<file path="src/rtl/mult_ctrl_pkg.sv">
// Shared constants for the HI/LO multiply sequencer: op encoding, FSM states, widths.
package mult_ctrl_pkg;

  localparam int unsigned WORD_W = 32;
  localparam int unsigned PROD_W = 64;

  localparam logic [1:0] OP_MULTU = 2'b00;
  localparam logic [1:0] OP_MULT  = 2'b01;
  localparam logic [1:0] OP_MTHI  = 2'b10;
  localparam logic [1:0] OP_MTLO  = 2'b11;

  typedef enum logic [1:0] {
    ST_IDLE = 2'b00,
    ST_RUN  = 2'b01,
    ST_WB   = 2'b10
  } state_e;

endpackage

</file>
<file path="src/rtl/mult_sign_fix.sv">
// Sign handling around an unsigned multiplier: operand magnitudes in, conditional negate out.
// Ports:
//   a, b       raw request operands
//   is_signed  request is a signed MULT
//   prod       unsigned product from the multiplier
//   neg        registered sign of the in-flight result
//   a_mag      |a| (or a for unsigned), 0x80000000 stays 0x80000000
//   b_mag      |b| (or b for unsigned)
//   neg_c      result sign for the request being accepted
//   result_c   prod, two's-complement negated when neg is set
module mult_sign_fix
  import mult_ctrl_pkg::*;
(
  input  logic [WORD_W-1:0] a,
  input  logic [WORD_W-1:0] b,
  input  logic              is_signed,
  input  logic [PROD_W-1:0] prod,
  input  logic              neg,
  output logic [WORD_W-1:0] a_mag,
  output logic [WORD_W-1:0] b_mag,
  output logic              neg_c,
  output logic [PROD_W-1:0] result_c
);

  always_comb begin
    a_mag    = (is_signed && a[WORD_W-1]) ? WORD_W'(-a) : a;
    b_mag    = (is_signed && b[WORD_W-1]) ? WORD_W'(-b) : b;
    neg_c    = is_signed && (a[WORD_W-1] ^ b[WORD_W-1]);
    result_c = neg ? PROD_W'(-prod) : prod;
  end

endmodule

</file>
<file path="src/rtl/mult_hilo_ctrl.sv">
// Sequencer for the shared 32x32 multiplier: holds operands for LATENCY cycles,
// then writes the product into HI/LO; also handles MTHI/MTLO and HI/LO reads.
// Optional feature macro: MULT_SIGNED_EN (signed MULT via magnitude + negate).
// Ports:
//   clk, reset            clock, async active-high reset
//   req_valid/ready/op    request handshake (ready only in IDLE), op code
//   req_a, req_b          operands / MTHI-MTLO data in req_a
//   flush                 squash the in-flight multiply
//   rd_valid, rd_sel      HI/LO read (sel 1 = HI), rd_data combinational
//   rd_stall, busy, done  pipeline status
//   mul_a, mul_b, mul_p   registered multiplier operands and its product
module mult_hilo_ctrl
  import mult_ctrl_pkg::*;
#(
  parameter int unsigned LATENCY = 4
) (
  input  logic              clk,
  input  logic              reset,
  input  logic              req_valid,
  output logic              req_ready,
  input  logic [1:0]        req_op,
  input  logic [WORD_W-1:0] req_a,
  input  logic [WORD_W-1:0] req_b,
  input  logic              flush,
  input  logic              rd_valid,
  input  logic              rd_sel,
  output logic [WORD_W-1:0] rd_data,
  output logic              rd_stall,
  output logic              busy,
  output logic              done,
  output logic [WORD_W-1:0] mul_a,
  output logic [WORD_W-1:0] mul_b,
  input  logic [PROD_W-1:0] mul_p
);

  localparam int unsigned CNT_W = (LATENCY > 1) ? $clog2(LATENCY) : 1;

  state_e            state_q, state_d;
  logic [CNT_W-1:0]  cnt_q, cnt_d;
  logic [WORD_W-1:0] hi_q, hi_d, lo_q, lo_d;
  logic [WORD_W-1:0] mul_a_d, mul_b_d;
  logic [WORD_W-1:0] op_a_mag, op_b_mag;
  logic [PROD_W-1:0] wb_prod;

`ifdef MULT_SIGNED_EN
  logic neg_q, neg_d, op_neg;

  mult_sign_fix u_sign_fix (
    .a        (req_a),
    .b        (req_b),
    .is_signed(req_op == OP_MULT),
    .prod     (mul_p),
    .neg      (neg_q),
    .a_mag    (op_a_mag),
    .b_mag    (op_b_mag),
    .neg_c    (op_neg),
    .result_c (wb_prod)
  );
`else
  // MULT is treated as MULTU; operands and product pass straight through.
  assign op_a_mag = req_a;
  assign op_b_mag = req_b;
  assign wb_prod  = mul_p;
`endif

  // Next-state and datapath update.
  always_comb begin
    state_d = state_q;
    cnt_d   = cnt_q;
    hi_d    = hi_q;
    lo_d    = lo_q;
    mul_a_d = mul_a;
    mul_b_d = mul_b;
`ifdef MULT_SIGNED_EN
    neg_d   = neg_q;
`endif
    unique case (state_q)
      ST_IDLE: begin
        // flush is ignored here: it only targets an already accepted multiply.
        if (req_valid) begin
          case (req_op)
            OP_MTHI: hi_d = req_a;
            OP_MTLO: lo_d = req_a;
            default: begin
              mul_a_d = op_a_mag;
              mul_b_d = op_b_mag;
`ifdef MULT_SIGNED_EN
              neg_d   = op_neg;
`endif
              cnt_d   = CNT_W'(LATENCY - 1);
              state_d = ST_RUN;
            end
          endcase
        end
      end
      ST_RUN: begin
        if (flush) begin
          state_d = ST_IDLE;
        end else if (cnt_q == '0) begin
          state_d = ST_WB;
        end else begin
          cnt_d = CNT_W'(cnt_q - 1'b1);
        end
      end
      ST_WB: begin
        state_d = ST_IDLE;
        if (!flush) begin
          {hi_d, lo_d} = wb_prod;
        end
      end
      default: state_d = ST_IDLE;
    endcase
  end

  // State and datapath registers.
  always_ff @(posedge clk or posedge reset) begin
    if (reset) begin
      state_q <= ST_IDLE;
      cnt_q   <= '0;
      hi_q    <= '0;
      lo_q    <= '0;
      mul_a   <= '0;
      mul_b   <= '0;
`ifdef MULT_SIGNED_EN
      neg_q   <= 1'b0;
`endif
    end else begin
      state_q <= state_d;
      cnt_q   <= cnt_d;
      hi_q    <= hi_d;
      lo_q    <= lo_d;
      mul_a   <= mul_a_d;
      mul_b   <= mul_b_d;
`ifdef MULT_SIGNED_EN
      neg_q   <= neg_d;
`endif
    end
  end

  // Status decoded from the state register; done is suppressed by a squash in WB.
  assign busy      = (state_q != ST_IDLE);
  assign req_ready = (state_q == ST_IDLE);
  assign done      = (state_q == ST_WB) && !flush;
  assign rd_stall  = rd_valid && busy;
  assign rd_data   = rd_sel ? hi_q : lo_q;

endmodule

</file>
<file path="config.mk">
export PLATFORM = sky130hd
export DESIGN_NAME = mult_hilo_ctrl
export DESIGN_NICKNAME = d
export VERILOG_FILES = /design/src/rtl/mult_ctrl_pkg.sv /design/src/rtl/mult_sign_fix.sv /design/src/rtl/mult_hilo_ctrl.sv
export SDC_FILE = /design/constraint.sdc
export NUM_CORES = 1
export LEC_CHECK = 0
export ABC_AREA = 1
export CAP_MARGIN = 5
export CORE_ASPECT_RATIO = 0.7
export CORE_MARGIN = 4
export CORE_UTILIZATION = 39
export CTS_CLUSTER_SIZE = 24
export DETAILED_ROUTE_END_ITERATION = 10
export PLACE_DENSITY = 0.79
export SYNTH_ARGS = -nofsm -noshare
export SYNTH_HDL_FRONTEND = slang
export SYNTH_SLANG_ARGS = --single-unit
</file>
<file path="constraint.sdc">
create_clock -name clk -period 4.9 [get_ports clk]
set_input_delay 0.98 -clock clk [delete_from_list [all_inputs] [get_ports clk]]
set_output_delay 0.98 -clock clk [all_outputs]
set_load 0.05 [all_outputs]
</file>
# Word level (Yosys, flattened, before mapping)
# Cells that the tools add are included.
# op_classes
add_sub_neg,1
multipliers,0
div,0
order_cmp,0
eq_ne,12
shift,0
mux,19
bitwise_logic,1
reduce_logical,14
# op_table
operator,n
two-way mux 32 bit,7
one-hot mux 32 bit (2 select lines),2
two-way mux 2 bit,8
inequality test 2 bit (second input constant),5
one-hot mux 2 bit (2 select lines),2
AND reduction 4 bit,2
== test 2 bit (second input constant),3
AND reduction 3 bit,2
nonzero test 2 bit,3
AND reduction 5 bit,1
zero test 2 bit,2
inequality test 2 x 1 -> 1 bit (second input constant),2
inequality test 3 bit (second input constant),1
== test 2 x 1 -> 1 bit (second input constant),1
logical AND 1 bit,2
OR reduction 2 bit,1
subtractor 2 x 1 -> 2 bit (second input constant),1
zero test 1 bit,1
inverter 1 bit,1
# totals
regBits,132
latch_bits,0
ramBits,0
mem_bits_ro,0
inputBits,136
out_inout_bits,100
word_cells,53
mem_count,0

# Longest topological paths before layout
# depth
ltp_word,5
depth_mapped,8
depth_no_buf,7

# Least setup slack after synthesis
# Ideal clock, no wire load.
# synth_path
path_kind,input to output
start,input port rd_sel
end,output port rd_data[13]
arrival_ns,1.898
required_ns,3.920
slack_ns,2.022
cell_stages,3
n_path_buf,2
path_cell_list,clkbuf_1 buf_2 mux2_1
# synth_via
elab_chain_cells,1
# synth_lines
element,line_no,text
"start, declared",mult_hilo_ctrl.sv:26,"input logic rd_sel,"
two-way mux 32 bit,mult_hilo_ctrl.sv:145,assign rd_data = rd_sel ? hi_q : lo_q;
"end, declared",mult_hilo_ctrl.sv:27,"output logic [WORD_W-1:0] rd_data,"
# No other way between the ends.

# Worst setup path after layout
# layout_path
start,input port rd_sel
end,output port rd_data[11]
# Same word-level chain as after synthesis.

==> flow_metrics.tcl <==
set metrics [dict create \
    fin_tns_setup_ns 0 \
    clock_power_share_pct 23.0 \
    post_cts_buffers 0 \
    fin_crit_ns 3.807 \
    chipWidth_um 160.7 \
    power_mw 5.901 \
    root_buffer "clkbuf_16" \
    criticalPathCategory "input pin to primary output" \
    yosys_warnings 0 \
    hold_buffers 0 \
    area_growth_pct 48.31 \
    place_congestion 0.8731 \
    ios 236 \
    drtIter0Drc 445 \
    vias_per_cell 4.855 \
    final_layout_size_suffix_gt1_share_pct 8.098 \
    p_int_mw 3.323 \
    cp_num_cells 3 \
    post_drt_wl_per_cell_um 16.00 \
    synth_top_cells_by_area "dfrtp_1 52%, nand2_1 20%, nand3_1 7.9%, mux2_2 5.5%, o21ai_1 5.1%" \
    whs_ns 0.4778 \
    arrival_ns 2.83 \
    grt_pass1_wl_um 31930 \
    grt-ovfl-total 0 \
    syn_area_per_cell_um2 7.968 \
    grt_max_degree 83 \
    ant_nets 0 \
    slowest_delay_ns 0.71 \
    worst_path_dominant_cell_family "buffers and inverters" \
    core_mm2 0.01574 \
    place_ws_ns 1.117 \
    final_nets 1149 \
    worstMarginPinSlew_ns 0.9667 \
    cts-resized-gates 0 \
    die_area_mm2 0.01846 \
    yosysTopAreaCellShare_pct 51.89 \
    swShare_pct 43.69 \
    fin_crit_sh_pct 77.69 \
    power_density_mw_per_mm2 625.0 \
    grt_antenna_before_repair 0 \
    cts_tree "built" \
    hpwl_um 13940 \
    synthCells 799 \
    rsz0062_at_grt "no" \
    drcViolationCount 0 \
    critical_path.endpoint_type "primary output" \
    reg2reg_depth 7 \
    cp_slowest_cell "clkdlybuf4s50_1" \
    crit_buf_inv 2 \
    numPortBuffers 235 \
    fin_worst_skew_ns 0.01037 \
    cts.sinks 132 \
    status "finished clean" \
    n_antenna_cell 0 \
    synth-seq-area-share_pct 51.89 \
    setup_ws_ns 1.093 \
    clk_latency_ns 0.41 \
    critical_path_required_ns 3.92 \
    syn-num-nets 936 \
    start_util_pct 40.45 \
    first_global_vias 6021 \
    worst-path-max-fanout 32 \
    netlist_area_mm2 0.006366 \
    hp-class "register to register" \
    ir_drop_mv 0.3082 \
    num_rows 38 \
    slew_violations 0 \
    p_sw_mw 2.578 \
    clockBufferDepth 2 \
    finalHoldViolations 0 \
    grtUsageTotal_pct 21.56 \
    slew_headroom_pct 35.40 \
    nFillCells 1383 \
    worstHoldPathCells 2 \
    pwr-share-comb_pct 46.6 \
    seqPwrFrac_pct 30.4 \
    die_h_um 114.9 \
    drt_wl_total_um 19920 \
    ys_types 20 \
    crit_chain "buf_2 > mux2_2 > clkdlybuf4s50_1" \
    power_leakage_nw 4.710 \
    cts_buffers 17 \
    clk_pin_slew_ns 0.06 \
    h-tree-depth 4 \
    finalSetupViolCount 0 \
    synth_top_cell_by_area "dfrtp_1" \
    fmax_ghz 0.2627 \
    maxCapViolCount 0 \
    worstSetupStartpointType "input pin" \
    ys_seq_elements 132 \
    finish.utilization_pct 59.99 \
    firstDrtPassIters 5 \
    dr_total_vias 6045 \
]
cells by family after synthesis:
kind of cell,Yosys count,synth area share (%)
adder cells (fa/ha/maj),1,0.1965
buffers and inverters,123,8.471
multiplexers,32,5.660
AO/OA/AOI/OAI,65,5.110
AND/OR/NAND/NOR,446,28.68
flip-flops,132,51.89
sequential cells by signal (all words and copies together) (netlist names):
| signal | cells |
|---|---|
| cnt_q | 2 |
| mul_a | 32 |
| mul_b | 32 |
| state_q | 2 |
| lo_q | 32 |
| hi_q | 32 |
power groups by stage:
| stage | logic (mW) | registers (mW) | clock network, mW |
|---|---|---|---|
| 3_3_place_gp | 2.71 | 1.81 | 0 |
| 6_report | 2.75 | 1.79 | 1.36 |
| 3_5_place_dp | 2.76 | 1.79 | 0 |
| 5_1_grt | 2.94 | 1.84 | 1.44 |
| 2_1_floorplan | 1.29 | 2.30 | 0 |
| 4_1_cts | 2.77 | 1.79 | 1.39 |
final timing paths:
kind	start	end	slack, ns
worst max-delay path	rd_sel	rd_data[11]	1.09
worst min-delay path	lo_q[23]$_DFFE_PP0P_	lo_q[23]$_DFFE_PP0P_	0.48
worst max register to register	state_q[1]$_DFFE_PP0P_	lo_q[4]$_DFFE_PP0P_	2.33
worst min register to register	lo_q[23]$_DFFE_PP0P_	lo_q[23]$_DFFE_PP0P_	0.48
max in group asynchronous	reset	hi_q[24]$_DFFE_PP0P_	2.90
min in group asynchronous	reset	mul_b[14]$_DFFE_PP0P_	1.10
metrics by stage:
step / instance area, um2 / std cells
after floorplan: 6366 / 799
after detailed placement: 8812 / 1213
after CTS: 9442 / 1245
after global routing: 9442 / 1245
final: 9442 / 1245
after global placement: 8812 / 1213
layer usage:
layer  track usage (%)  up-vias  routed length [um]
met1             30.27     2804                9138
met3             5.661       25                1774
met2             33.51      272                8710
met4             5.739        0                 299
li1                  -     2944                   -
met5                 0        -                   0
cell usage in the layout (no fill, tap or decap), drive strengths merged:
cell type,instances
nand3b,1
clkinv,2
nand3,101
buf,12
nor2,9
dfrtp,132
clkdlybuf4s50,233
nand2,334
clkbuf,18
nor4,1
bufinv,4
inv,77
mux2,32
clkinvlp,3
ha,1
o21ai,65
synthesized netlist by cell type:
cell type / n
mux2_1: 1
nand3b_2: 1
inv_1: 70
nor2_2: 2
mux2_2: 31
o21ai_1: 65
nor2_4: 1
ha_1: 1
nand2_1: 333
buf_2: 29
buf_6: 1
clkbuf_1: 11
inv_2: 2
dfrtp_1: 132
nor4_1: 1
buf_1: 1
nand3_1: 101
buf_4: 9
nor2_1: 6
nand2_2: 1
area by class of cell:
class,count,area [um2],share of cell area [%]
well taps,220,275.3,2.915
repair buffers,245,2420,25.63
multi-input cells,544,2537,26.88
inverters,72,275.3,2.915
clock buffers,18,429.2,4.545
flip-flops and latches,132,3304,35.00
clock inverters,14,200.2,2.120
worst register-to-register path, cell delays in order (launching register included):
cell	delay (ns)
dfrtp_2	0.38
buf_4	0.61
nor2_1	0.11
nor2_1	0.15
nand3_1	0.58
buf_4	0.47
nand2_1	0.10
nand2_1	0.06
No activity file was read; power rests on OpenSTA's default activity.
